--- config.mk ---
export PLATFORM = sky130hd
export DESIGN_NAME = cpu_sequencer
export DESIGN_NICKNAME = d
export VERILOG_FILES = /design/src/rtl/cpu_sequencer.sv
export SDC_FILE = /design/constraint.sdc
export NUM_CORES = 1
export LEC_CHECK = 0
export CAP_MARGIN = 20
export CORE_MARGIN = 10
export CORE_UTILIZATION = 48
export CTS_CLUSTER_SIZE = 20
export DETAILED_ROUTE_END_ITERATION = 8
export GPL_TIMING_DRIVEN = 1
export HOLD_SLACK_MARGIN = 0.15
export PLACE_DENSITY = 0.86
export RECOVER_POWER = 50
export REMOVE_ABC_BUFFERS = 1
export SYNTH_ARGS = -nofsm -noshare
export SYNTH_HDL_FRONTEND = slang
export SYNTH_SLANG_ARGS = --single-unit
--- constraint.sdc ---
create_clock -name Clk -period 6.17 [get_ports Clk]
set_input_delay 0.617 -clock Clk [delete_from_list [all_inputs] [get_ports Clk]]
set_output_delay 0.617 -clock Clk [all_outputs]
set_load 0.05 [all_outputs]
--- src/rtl/cpu_sequencer.sv ---
// Multi-cycle fetch/decode/execute controller: owns the PC, fetches over req/ack,
// evaluates ARM-style condition codes and sequences ALU, data memory and writeback.
`timescale 1ns/1ps

module cpu_sequencer #(
  parameter int              PC_W     = 8,
  parameter logic [PC_W-1:0] RESET_PC = '0,
  parameter logic [3:0]      OPC_LDR  = 4'b1100,
  parameter logic [3:0]      OPC_STR  = 4'b1101,
  parameter logic [3:0]      OPC_B    = 4'b1010
) (
  input  logic            Clk,
  input  logic            Reset,
  input  logic            run,
  output logic            imem_req,
  output logic [PC_W-1:0] imem_addr,
  input  logic            imem_ack,
  input  logic [31:0]     imem_rdata,
  output logic [3:0]      cond,
  output logic [3:0]      opcode,
  output logic            s,
  output logic [3:0]      rd,
  output logic [3:0]      rs2,
  output logic [3:0]      rs1,
  output logic [4:0]      shamt,
  output logic [15:0]     imm16,
  output logic            alu_en,
  input  logic [3:0]      new_flag,
  output logic [3:0]      flags,
  output logic            dmem_req,
  output logic            dmem_we,
  input  logic            dmem_ack,
  output logic            reg_we,
  output logic [PC_W-1:0] pc,
  output logic            halted
);

  typedef enum logic [2:0] {
    S_IDLE, S_FETCH, S_DECODE, S_EXEC, S_MEM, S_WB, S_HALT
  } state_t;

  state_t          state_q, state_d, next_fetch;
  logic [PC_W-1:0] pc_q, pc_d, pc_inc, br_off;
  logic [31:0]     instr_q, instr_d;
  logic [3:0]      flags_q, flags_d;
  logic            imem_req_q, alu_en_q, dmem_req_q, dmem_we_q, reg_we_q, halted_q;
  logic            is_ls, unused_low;

  function automatic logic cond_pass(input logic [3:0] c, input logic [3:0] f);
    logic n, z, cy, v;
    {n, z, cy, v} = f;
    case (c)
      4'h0:    cond_pass = z;
      4'h1:    cond_pass = !z;
      4'h2:    cond_pass = cy;
      4'h3:    cond_pass = !cy;
      4'h4:    cond_pass = n;
      4'h5:    cond_pass = !n;
      4'h6:    cond_pass = v;
      4'h7:    cond_pass = !v;
      4'h8:    cond_pass = cy && !z;
      4'h9:    cond_pass = !cy || z;
      4'hA:    cond_pass = (n == v);
      4'hB:    cond_pass = (n != v);
      4'hC:    cond_pass = !z && (n == v);
      4'hD:    cond_pass = z || (n != v);
      4'hE:    cond_pass = 1'b1;
      default: cond_pass = 1'b0;
    endcase
  endfunction

  assign cond   = instr_q[31:28];
  assign opcode = instr_q[27:24];
  assign s      = instr_q[23];
  assign rd     = instr_q[22:19];
  assign rs2    = instr_q[18:15];
  assign rs1    = instr_q[14:11];
  assign shamt  = instr_q[10:6];
  assign imm16  = instr_q[18:3];
  assign unused_low = ^instr_q[2:0];

  assign pc_inc     = pc_q + PC_W'(1);
  // Sign-extend (or truncate) the branch offset to PC width; the add wraps naturally.
  assign br_off     = PC_W'($signed(imm16));
  assign is_ls      = (opcode == OPC_LDR) || (opcode == OPC_STR);
  assign next_fetch = run ? S_FETCH : S_IDLE;

  always_comb begin
    state_d = state_q;
    pc_d    = pc_q;
    instr_d = instr_q;
    flags_d = flags_q;
    case (state_q)
      S_IDLE: if (run) state_d = S_FETCH;
      S_FETCH: begin
        if (imem_ack) begin
          instr_d = imem_rdata;
          state_d = S_DECODE;
        end
      end
      S_DECODE: begin
        if (cond == 4'hF && opcode == 4'hF) begin
          state_d = S_HALT;
        end else if (cond_pass(cond, flags_q)) begin
          state_d = S_EXEC;
        end else begin
          pc_d    = pc_inc;
          state_d = next_fetch;
        end
      end
      S_EXEC: begin
        if (s && !is_ls && opcode != OPC_B) flags_d = new_flag;
        if (opcode == OPC_B) begin
          pc_d    = pc_inc + br_off;
          state_d = next_fetch;
        end else if (is_ls) begin
          state_d = S_MEM;
        end else begin
          state_d = S_WB;
        end
      end
      S_MEM: begin
        if (dmem_ack) begin
          if (opcode == OPC_STR) begin
            pc_d    = pc_inc;
            state_d = next_fetch;
          end else begin
            state_d = S_WB;
          end
        end
      end
      S_WB: begin
        pc_d    = pc_inc;
        state_d = next_fetch;
      end
      S_HALT:  state_d = S_HALT;
      default: state_d = S_IDLE;
    endcase
  end

  // Strobes are registered from the next state so each is high exactly in its own state.
  always_ff @(posedge Clk or posedge Reset) begin
    if (Reset) begin
      state_q    <= S_IDLE;
      pc_q       <= RESET_PC;
      instr_q    <= '0;
      flags_q    <= '0;
      imem_req_q <= 1'b0;
      alu_en_q   <= 1'b0;
      dmem_req_q <= 1'b0;
      dmem_we_q  <= 1'b0;
      reg_we_q   <= 1'b0;
      halted_q   <= 1'b0;
    end else begin
      state_q    <= state_d;
      pc_q       <= pc_d;
      instr_q    <= instr_d;
      flags_q    <= flags_d;
      imem_req_q <= (state_d == S_FETCH);
      alu_en_q   <= (state_d == S_EXEC);
      dmem_req_q <= (state_d == S_MEM);
      dmem_we_q  <= (state_d == S_MEM) && (instr_d[27:24] == OPC_STR);
      reg_we_q   <= (state_d == S_WB);
      halted_q   <= (state_d == S_HALT);
    end
  end

  assign imem_req  = imem_req_q;
  assign imem_addr = pc_q;
  assign alu_en    = alu_en_q;
  assign flags     = flags_q;
  assign dmem_req  = dmem_req_q;
  assign dmem_we   = dmem_we_q;
  assign reg_we    = reg_we_q;
  assign pc        = pc_q;
  assign halted    = halted_q;

endmodule

==> out/summary.txt <==
Top Metal Used: met4
Hold Path End: imem_addr[7]
drt first pass iters: 4
Detail Route met2 WL: 3820 um
Netlist cell types: 51
yosys warns: 0
hold path start: imem_addr[7]
synthesized area: 2850 um^2
worst hold stages: 1
Worst EP required: 6.39 ns
Core Box Area: 5640 um^2
Buf+Inv Stages, Crit Path: 2
Num CTS Buffers: 5
Critical Path Sink Type: register
delay-heaviest family, CP: buffers and inverters
Final Instance Area: 3860 um^2
Post-synth EDFFs: 0
Max Fclk: 325 MHz
die footprint: 9410 um^2
predominant post-synthesis flop cell: dfrtp_1
Routed Antenna Nets: 0
slowest CP cell: clkbuf_1
DR vias: 2237
Worst-Skew Late Latency: 0.31 ns
CTS Hold Bufs: 0
max_cap viols: 2
CTS sink cnt: 50
fin nets: 394
#FFs+latches synth: 50
Synth async-reset ratio: 100%
Routability Congestion: 0.849
Site Rows: 27
final wirelength: 7310 um
Area growth syn-to-layout: 35.7%
Inserted Diodes: 0
Worst slew margin: -36.9%
Port-buffer cells: 105
DP HPWL: 5590 um
Post-route DRC: 0
CTS tree: done
total negative slack: 0 ns
critical path fanouts, max: 31
Starting Density: 50.5%
PnR worst setup slack: 3.09 ns
Final Hold Viols: 0
clock skew: 0.00693 ns
layout cells sized above 1: 12.8%
violated checks: max-capacitance violations, max-slew violations
Synth area leader: dfrtp_1
Placed Cells: 408
# fillers: 432
Mapped Avg Cell Area: 10.9 um^2
metal3 WL: 675 um
htree depth: 2
Syn Inst Count: 261
r2r setup slk: 3.27 ns
reg2reg start: state_q[2]
total global routing overflow: 0
Die Y: 97.0 um
Chip Width: 97.0 um
Synth top area share: 43.9%
critical-path cell list: dlygate4sd3_1, and3_1, clkbuf_1, mux2_1, nor4b_2
Vias/cell: 5.36
Post-CTS Repair Setup Buffers: 0
RSZ-0062 raised after global routing: false
io pins: 109
antenna violations before repair: 0
total global routing track utilization: 15.0%
first-pass GRT wire length: 12000 um
largest net degree at the start of global routing: 51
Min-Delay Path Class: register to register
Root Buffer: clkbuf_8
r2r worst-path depth: 5
PostCTS Resize Cnt: 0
vias in the first global route: 2320
Seq/Total Area, Yosys: 43.9%
Arr. time, crit path: 3.30 ns
Setup crit start kind: input port
Clock Pin Slew Worst Setup and Hold Paths: 0.09 ns
critical path class: input port to register
dominant cells by area after synthesis: dfrtp_1 44%, mux2_2 9.5%, buf_4 5.5%
max incr delay on CP: 1.21 ns
placed cell area: 3790 um^2
worst-margin pin slew: 2.05 ns
reg2reg end: dmem_we
Max clock buf depth: 2
final period utilization: 49.9%
WL/cell: 17.5 um
final worst path period need: 3.08 ns
status: finished with violations
fin cells: 417
Max Slew Vio Count: 72
M1 WL: 2730 um
Worst Setup SP: imem_ack
endpoints failing setup: 0
DRT iter0 DRCs: 108
pre-CTS setup slack: 3.57 ns
[registers in the layout (all words and copies together), names as in the netlist]
name / flops
state_q: 3
imem_req: 1
reg_we: 1
imem_addr: 8
instr_q: 29
dmem_req: 1
halted: 1
flags: 4
alu_en: 1
dmem_we: 1
[synthesized netlist by cell type, types with 2 or more instances]
cell	instances
nor2b_1	2
inv_1	8
a21oi_1	10
o21ai_0	9
and2_1	2
a31oi_1	3
and3_1	4
nor3b_1	2
mux2_1	7
nand4bb_1	2
a32oi_1	2
o21ai_4	2
nand4_1	6
a211oi_1	2
nor3_1	3
nand2_1	19
mux2i_1	5
mux2_2	24
buf_2	4
a21o_1	2
a22oi_1	3
dfrtp_1	50
xor2_1	6
nor2_1	10
inv_2	2
ha_1	8
nand3_1	7
buf_4	21
mux2_4	4
clkbuf_1	5
xnor2_1	7
[logic make-up after synthesis]
group                    count (synthesis)  share of synthesized area [%]
AO/OA/AOI/OAI                           43                           10.6
multiplexers                            40                           16.1
flip-flops                              50                           43.9
AND/OR/NAND/NOR                         65                           12.4
XOR/XNOR                                13                           4.00
buffers and inverters                   41                           8.70
adder cells (fa/ha/maj)                  9                           4.22
[metal layers]
metal | global-route usage [%] | vias up
li1 | - | 1065
met1 | 15.8 | 1090
met2 | 26.6 | 74
met3 | 6.46 | 8
met4 | 4.17 | 0
met5 | 0 | -
[worst max-delay path by stage]
stage | cells after the start | slack [ns] | to
after floorplan | 11 | 3.07 | imem_addr[7]
after global placement | 9 | 3.63 | imem_addr[6]
after detailed placement | 10 | 3.57 | imem_addr[7]
after CTS | 10 | 3.55 | imem_addr[7]
after global routing | 3 | 2.74 | instr_q[28]
final | 5 | 3.09 | dmem_we
[area by class of cell]
| cell class | instances | area (um^2) | share of cell area, % |
|---|---|---|---|
| multi-input cells | 170 | 1340 | 34.6 |
| flip-flops and latches | 50 | 1250 | 32.4 |
| repair buffers | 107 | 1060 | 27.4 |
| well taps | 72 | 90.1 | 2.33 |
| clock buffers | 5 | 68.8 | 1.78 |
| inverters | 10 | 37.5 | 0.971 |
| clock inverters | 3 | 21.3 | 0.550 |
[cell usage in the layout, fill, tap and decap left out, types with 2 or more instances in the layout]
cell	n
nor2_1	10
and3_1	4
xor2_1	6
xnor2_1	7
mux2i_1	5
a21o_1	2
mux2_1	8
mux2_2	23
o21ai_0	11
mux2_4	4
nor2b_1	2
nor3b_1	2
nand2_1	19
clkbuf_8	5
clkdlybuf4s50_1	102
inv_1	9
nand3_1	7
a32oi_1	2
a21oi_1	10
ha_1	8
a211oi_1	2
a22oi_1	3
clkbuf_1	2
nand4bb_1	2
and2_1	2
nor3_1	3
dfrtp_1	50
a31oi_1	3
nand4_1	6
dlygate4sd3_1	3
[stage by stage]
step / hold WS, ns / utilization, %
after detailed placement: 0.502 / 67.1
after floorplan: 0.587 / -
after global placement: 0.482 / 67.1
final: 0.516 / 68.5
after global routing: 0.540 / 68.5
after CTS: 0.525 / 68.7
Power is not shown: default switching activity piles up to over one toggle a cycle in this logic, so the estimate is an artifact.
